**config.mk**
```make
export PLATFORM = sky130hd
export DESIGN_NAME = pc_redirect_ctrl
export DESIGN_NICKNAME = d
export VERILOG_FILES = /design/src/rtl/pc_redirect_ctrl.sv
export SDC_FILE = /design/constraint.sdc
export NUM_CORES = 1
export LEC_CHECK = 0
export CAP_MARGIN = 10
export CORE_AREA = 3 3 69 71
export CTS_CLUSTER_SIZE = 12
export DETAILED_ROUTE_END_ITERATION = 8
export DIE_AREA = 0 0 72 74
export GPL_TIMING_DRIVEN = 0
export HOLD_SLACK_MARGIN = 0.06
export PLACE_DENSITY = 0.74
export SLEW_MARGIN = 5
export SYNTH_ARGS = -nofsm -noshare
export SYNTH_HDL_FRONTEND = slang
export SYNTH_SLANG_ARGS = --single-unit
```
**constraint.sdc**
```tcl
create_clock -name clk -period 1.74 [get_ports clk]
set_input_delay 0.261 -clock clk [delete_from_list [all_inputs] [get_ports clk]]
set_output_delay 0.261 -clock clk [all_outputs]
set_load 0.01 [all_outputs]
```
**src/rtl/pc_redirect_ctrl.sv**
```systemverilog
// PC owner for the 5-stage RV32 pipeline: applies redirects, stall/halt, post-redirect bubbles, taken count.
// Optional MISALIGN_TRAP_EN: a misaligned redirect target halts the core and sets Misalign instead of being taken.
module pc_redirect_ctrl #(
  parameter int PC_W      = 9,
  parameter int FLUSH_CYC = 2,
  parameter int CNT_W     = 16
) (
  input  logic             clk,
  input  logic             reset,
  input  logic             PcSel,
  input  logic [31:0]      BrPC,
  input  logic             Stall,
  input  logic             Halt,
  output logic [PC_W-1:0]  Cur_PC,
  output logic             Flush,
  output logic             FetchValid,
  output logic             Halted,
  output logic [CNT_W-1:0] BrCnt,
  output logic             Misalign
);

  typedef enum logic [1:0] {RUN, BUBBLE, HALT} state_t;

  state_t            state_q, state_d;
  logic [PC_W-1:0]   pc_q, pc_d;
  logic [2:0]        bub_q, bub_d;
  logic [CNT_W-1:0]  cnt_q, cnt_d;
  logic              mis_q, mis_d;

  logic [PC_W-1:0]   pc_inc;
  logic [PC_W-1:0]   tgt;
  logic              tgt_bad;
  logic              unused_brpc;

  // Target is word aligned; upper bits beyond the PC width are dropped.
  assign pc_inc      = pc_q + PC_W'(4);
  assign tgt         = {BrPC[PC_W-1:2], 2'b00};
  assign unused_brpc = ^{BrPC[31:PC_W], BrPC[1:0]};

`ifdef MISALIGN_TRAP_EN
  assign tgt_bad = |BrPC[1:0];
`else
  assign tgt_bad = 1'b0;
`endif

  always_comb begin
    state_d = state_q;
    pc_d    = pc_q;
    bub_d   = bub_q;
    cnt_d   = cnt_q;
    mis_d   = mis_q;
    unique case (state_q)
      RUN: begin
        if (Halt) begin
          state_d = HALT;
        end else if (PcSel) begin
          if (tgt_bad) begin
            state_d = HALT;
            mis_d   = 1'b1;
          end else begin
            pc_d    = tgt;
            cnt_d   = (cnt_q == {CNT_W{1'b1}}) ? cnt_q : cnt_q + CNT_W'(1);
            state_d = BUBBLE;
            bub_d   = 3'(FLUSH_CYC - 1);
          end
        end else if (!Stall) begin
          pc_d = pc_inc;
        end
      end
      BUBBLE: begin
        // EX holds a squashed slot here, so PcSel is not looked at.
        if (Halt) begin
          state_d = HALT;
        end else begin
          if (!Stall) pc_d = pc_inc;
          if (bub_q == 3'd0) state_d = RUN;
          else               bub_d   = bub_q - 3'd1;
        end
      end
      HALT: ;
      default: state_d = RUN;
    endcase
  end

  always_ff @(posedge clk) begin
    if (reset) begin
      state_q <= RUN;
      pc_q    <= '0;
      bub_q   <= '0;
      cnt_q   <= '0;
      mis_q   <= 1'b0;
    end else begin
      state_q <= state_d;
      pc_q    <= pc_d;
      bub_q   <= bub_d;
      cnt_q   <= cnt_d;
      mis_q   <= mis_d;
    end
  end

  assign Cur_PC     = pc_q;
  assign Flush      = (state_q == RUN) & PcSel & ~Halt;
  assign FetchValid = (state_q == RUN);
  assign Halted     = (state_q == HALT);
  assign BrCnt      = cnt_q;

`ifdef MISALIGN_TRAP_EN
  assign Misalign = mis_q;
`else
  assign Misalign = 1'b0;
`endif

endmodule

```
# [Word level (Yosys, flattened, before mapping)]
# Index checks and enable logic that the tools add are counted.
[classes] add_sub_neg=3 n_mul=0 div=0 magnitude_cmp=0 eq_ne=9 shifts=0 muxes=15 bitwise=5 reduce_logical=7
[op_table] cell="$mux W9" count=4
[op_table] cell="$pmux W9 S2" count=1
[op_table] cell="$add A16 B1 Y16 const B" count=1
[op_table] cell="$eq A16 B16 Y1 const B" count=1
[op_table] cell="$mux W3" count=4
[op_table] cell="$add A9 B3 Y9 const B" count=1
[op_table] cell="$mux W2" count=4
[op_table] cell="$ne A2 B2 Y1 const B" count=4
[op_table] cell="$ne A3 B3 Y1 const B" count=2
[op_table] cell="$pmux W2 S3" count=1
[op_table] cell="$pmux W3 S2" count=1
[op_table] cell="$reduce_and A3 Y1" count=2
[op_table] cell="$reduce_and A5 Y1" count=1
[op_table] cell="$reduce_and A4 Y1" count=1
[op_table] cell="$logic_not A3 Y1" count=1
[op_table] cell="$not A1 Y1" count=3
[op_table] cell="$sub A3 B1 Y3 const B" count=1
[op_table] cell="$and A1 B1 Y1" count=2
[op_table] cell="$eq A2 B1 Y1 const B" count=1
[op_table] cell="$eq A2 B2 Y1 const B" count=1
[op_table] cell="$logic_not A2 Y1" count=1
[op_table] cell="$reduce_bool A2 Y1" count=1
[totals] ff_bits=30 latchBits=0 ram_bits=0 rom_bits=0 inputBits=37 out_inout_bits=29 wordCells=43 mem_count=0

# [Logic depth before layout (Yosys ltp)]
[depth] ltp_word=5 depth_mapped=7 ltp_nobuf=7

# [Least setup slack after synthesis]
# OpenSTA, ideal clock, no wires.
[synth_timing] kind="register to register" start="register cnt_q[0] (netlist: BrCnt[0])" end="register cnt_q[2] (netlist: BrCnt[2])" setup_time_ns=0.132 t_arrival_ns=1.711 t_required_ns=1.608 path_slack_ns=-0.104 stages_incl_launch_ff=7 path_buffers=1 period_less_slack_ns=1.844 cell_sequence="dfxtp_1 > ha_1 > and3_1 > nor4b_1 > clkbuf_1 > or4_1 > a21oi_1"
[synth_between] elab_chain_cells=3 elab_cells_between_ends=4 classes_between="1 x add/sub; 1 x eq/ne; 1 x bitwise; 1 x reduce/logical"
[synth_rtl] item="start, declared" line="27" source="logic [CNT_W-1:0] cnt_q, cnt_d;"
[synth_rtl] item="start signal, assigned" line="96" source="cnt_q <= cnt_d;"
[synth_rtl] item="branches (longest 3 deep; another with $add A16 B1 Y16)"
# Several ways; the timed one is not identified.
# A chain may end at the register's enable or synchronous reset.

# [Final worst setup path]
[layout_timing] start="register state_q[1]" end="register cnt_q[2] (netlist: BrCnt[2])"
[layout_between] elab_chain_cells=2
[layout_rtl] item="start, declared" line="24" source="state_t state_q, state_d;"
[layout_rtl] item="start signal, assigned" line="93" source="state_q <= state_d;"
[layout_rtl] item="$logic_not A2 Y1" line="52" source="unique case (state_q)"
[layout_rtl] item="$reduce_and A4 Y1 (no source line)"
# No other way between the ends.

==> out/results.tsv <==
stage	metric	value	unit
status	status	finished with violations	
status	failing checks	setup timing	
sta	Worst-Margin Slew	0.5789	ns
yosys	ys flop type	dfxtp_1	
cts	Root Buffer	clkbuf_8	
yosys	#FFs+latches synth	28	
detailed_routing	post-route ant nets	0	
detailed_routing	DRC viols	0	
sta	Setup WS post-layout	-0.03243	ns
cts	Clock Latency Late Sink	0.28	ns
global_routing	first-pass GRT wire length	7.238	mm
global_routing	GRT overflow	0	
yosys	Synth Instances	193	
sta	Layout Skew	0.009776	ns
placed_design	routability cong.	0.8706	
finish	P&R area growth vs syn	48.50	%
sta	Fmax	564.2	MHz
sta	Fin. Hold Viols	0	
finish	# diodes	0	
yosys	synth warn	0	
power_and_ir_drop	P_leak	0.7846	nW
detailed_routing	starting DRC count in detailed routing	78	
cts	Hold-fix buffers, CTS	0	
worst_setup_path	Critical Path RT	1.95	ns
finish	Finished Layout Cells	300	
sta	RSZ-0062 raised after global routing	yes	
worst_hold_path	Hold WC Path Type	flip-flop to flip-flop	
sta	fin crit share	1.019	
yosys	sequential area share after synthesis	0.3528	
sta	worst relative slew slack	0.6141	
detailed_routing	via count	1656	
die	Initial Util	0.3700	
global_routing	GRT Overall Usage	0.1650	
finish	area of the multi-input gates	0.001097	mm^2
yosys	Synth Cell Area	0.001589	mm^2
die	Die W	72	um
flow_run	Max Cap Viol	0	
cts	Clock Sinks	28	
yosys	number of synthesized flops with an enable pin	0	
sta	total negative slack	-0.06029	ns
die	die area	0.005328	mm^2
worst_setup_path	CP endpoint kind	flip-flop	
cts	clock-pin transition on the worst setup and hold timing paths	0.09	ns
finish	Register Area	573.1	um^2
yosys	Synth area leader	dfxtp_1	
cts	clock buffer depth	2	
sta	setup violators final	4	
detailed_routing	Pre-Repair DR Iteration Count	4	
global_routing	initial antenna violation count	0	
sta	WHS	0.5079	ns
die	FP Rows	24	
sta	Final min period	1.772	ns
die	Die Ht	74	um
die	IO Count	66	
placed_design	HPWL after detailed placement	2.851	mm
placed_design	# port buffers	37	
yosys	unique cell type count in the Yosys netlist	43	
detailed_routing	WL/cell	14.52	um
yosys	Mean Syn Cell Area	8.233	um^2
finish	Fillers	407	
worst_setup_path	CP Launch Type	flip-flop	
global_routing	pin count of the biggest net entering global routing	16	
power_and_ir_drop	PwrDens	552.9	mW/mm^2
finish	fin nets	290	
yosys	Synth async-reset ratio	0	
yosys	largest cells by area after synthesis	dfxtp_1 35%, a21oi_1 5.7%, o21ai_0 5.4%	
worst_setup_path	Max FO, Critical Path	5	
worst_setup_path	Worst Path Arrival	1.98	ns
cts	CTS HTree Levels	1	
global_routing	vias in the first global route	1605	
worst_setup_path	R2R setup slack	-0.03	ns
cts	CTS tree	built	
sta	max-slew violation count	0	
finish	layout cells sized above 1	0.2379	
placed_design	placed insts	284	
detailed_routing	vias per cell	5.520	
worst_setup_path	kind of critical path	flip-flop to flip-flop	
die	core outline area	0.004294	mm^2
power_and_ir_drop	peak supply drop	0.2841	mV
yosys	Synth top area share	0.3528	
cts	TritonCTS Buffers	3	
detailed_routing	DRT Wirelength	4.356	mm
-- per-stage QoR --
stage               setup WS, ns  cell area (um^2)  power (mW)  utilization
detailed placement       -0.6231              2043      0.8888       0.4758
global route            -0.09142              2360       1.370       0.5495
floorplan               -0.02039              1608      0.7966            -
finish                  -0.03243              2360       1.305       0.5495
CTS                     -0.08905              2210       1.312       0.5146
global placement         -0.6308              2043      0.8859       0.4758
-- cell usage after synthesis (5+ instances only) --
cell / number
nand4_1: 6
nand2_1: 7
a21oi_1: 18
or4_1: 6
and3_1: 6
dfxtp_1: 28
nor2_1: 11
nor3_1: 5
nand3_1: 5
a211oi_1: 8
nor2b_1: 8
clkbuf_1: 6
inv_1: 9
o21ai_0: 17
o31ai_1: 6
-- path summary, 6_finish.rpt --
| kind | from | end | depth (start not counted) |
|---|---|---|---|
| setup reg to reg | state_q[1] | BrCnt[2] | 5 |
| hold / removal | bub_q[2] | bub_q[2] | 2 |
| setup / recovery | state_q[1] | BrCnt[2] | 5 |
| hold reg to reg | bub_q[2] | bub_q[2] | 2 |
-- worst max-delay path, cell delays in order, from the launching register on --
cell and delay, ns:
dfxtp_4 0.35, or4b_4 0.55, buf_6 0.15, buf_6 0.12, or4_4 0.41, a21oi_2 0.13
-- report_power, final --
group          total [mW]  internal, mW  switching (mW)
logic               0.217         0.112           0.106
clock network       0.412         0.203           0.209
registers           0.676         0.657          0.0190
-- final cells by class --
cell class	count	share of cell area
clock buffers	4	0.02333
inverters	10	0.01803
multi-input cells	146	0.4650
repair buffers	49	0.1930
flip-flops and latches	28	0.2428
plain buffers	11	0.03022
well taps	52	0.02757
-- cells in the final DEF, fill, tap and decap left out, drive strengths merged, types with 4 or more instances in the layout --
cell type and count:
ha 4, o21ai 17, a211oi 8, nand2 7, nor2b 8, nor3 5, nand4 6, a2bb2oi 4
o31ai 6, and3 6, a21oi 18, dfxtp 28, inv 9, buf 17, nand3 6, or4 6
clkdlybuf4s50 33, nor2 11, clkbuf 11
-- flip-flops by register name, indices dropped and copies added (netlist names) --
name	flops
Cur_PC	7
state_q	2
bub_q	3
BrCnt	16
-- what timing repair did --
item,in CTS,in global routing
pin swaps,13,8
resized for setup,23,24
endpoints found under the setup margin,18,16
gates cloned,0,0
buffers inserted,5,7
-- per-layer routing --
metal	wire length [um]	vias up	GRT usage
met5	0	-	0
met4	17	0	0.05428
met3	171	2	0.02297
met2	2175	38	0.2878
met1	1992	782	0.2111
li1	-	834	-
-- cell families (layout without fill, tap and decap cells) --
| family | count (synthesis) | after routing | synth area share |
|---|---|---|---|
| AND/OR/NAND/NOR | 72 | 72 | 0.2724 |
| AO/OA/AOI/OAI | 64 | 64 | 0.2567 |
| flip-flops | 28 | 28 | 0.3528 |
| buffers and inverters | 21 | 74 | 0.06298 |
| adder cells (fa/ha/maj) | 4 | 4 | 0.03150 |
| multiplexers | 3 | 3 | 0.02126 |
| other | 1 | 3 | 0.002360 |
Note: power is estimated with default switching activity, not from simulation.
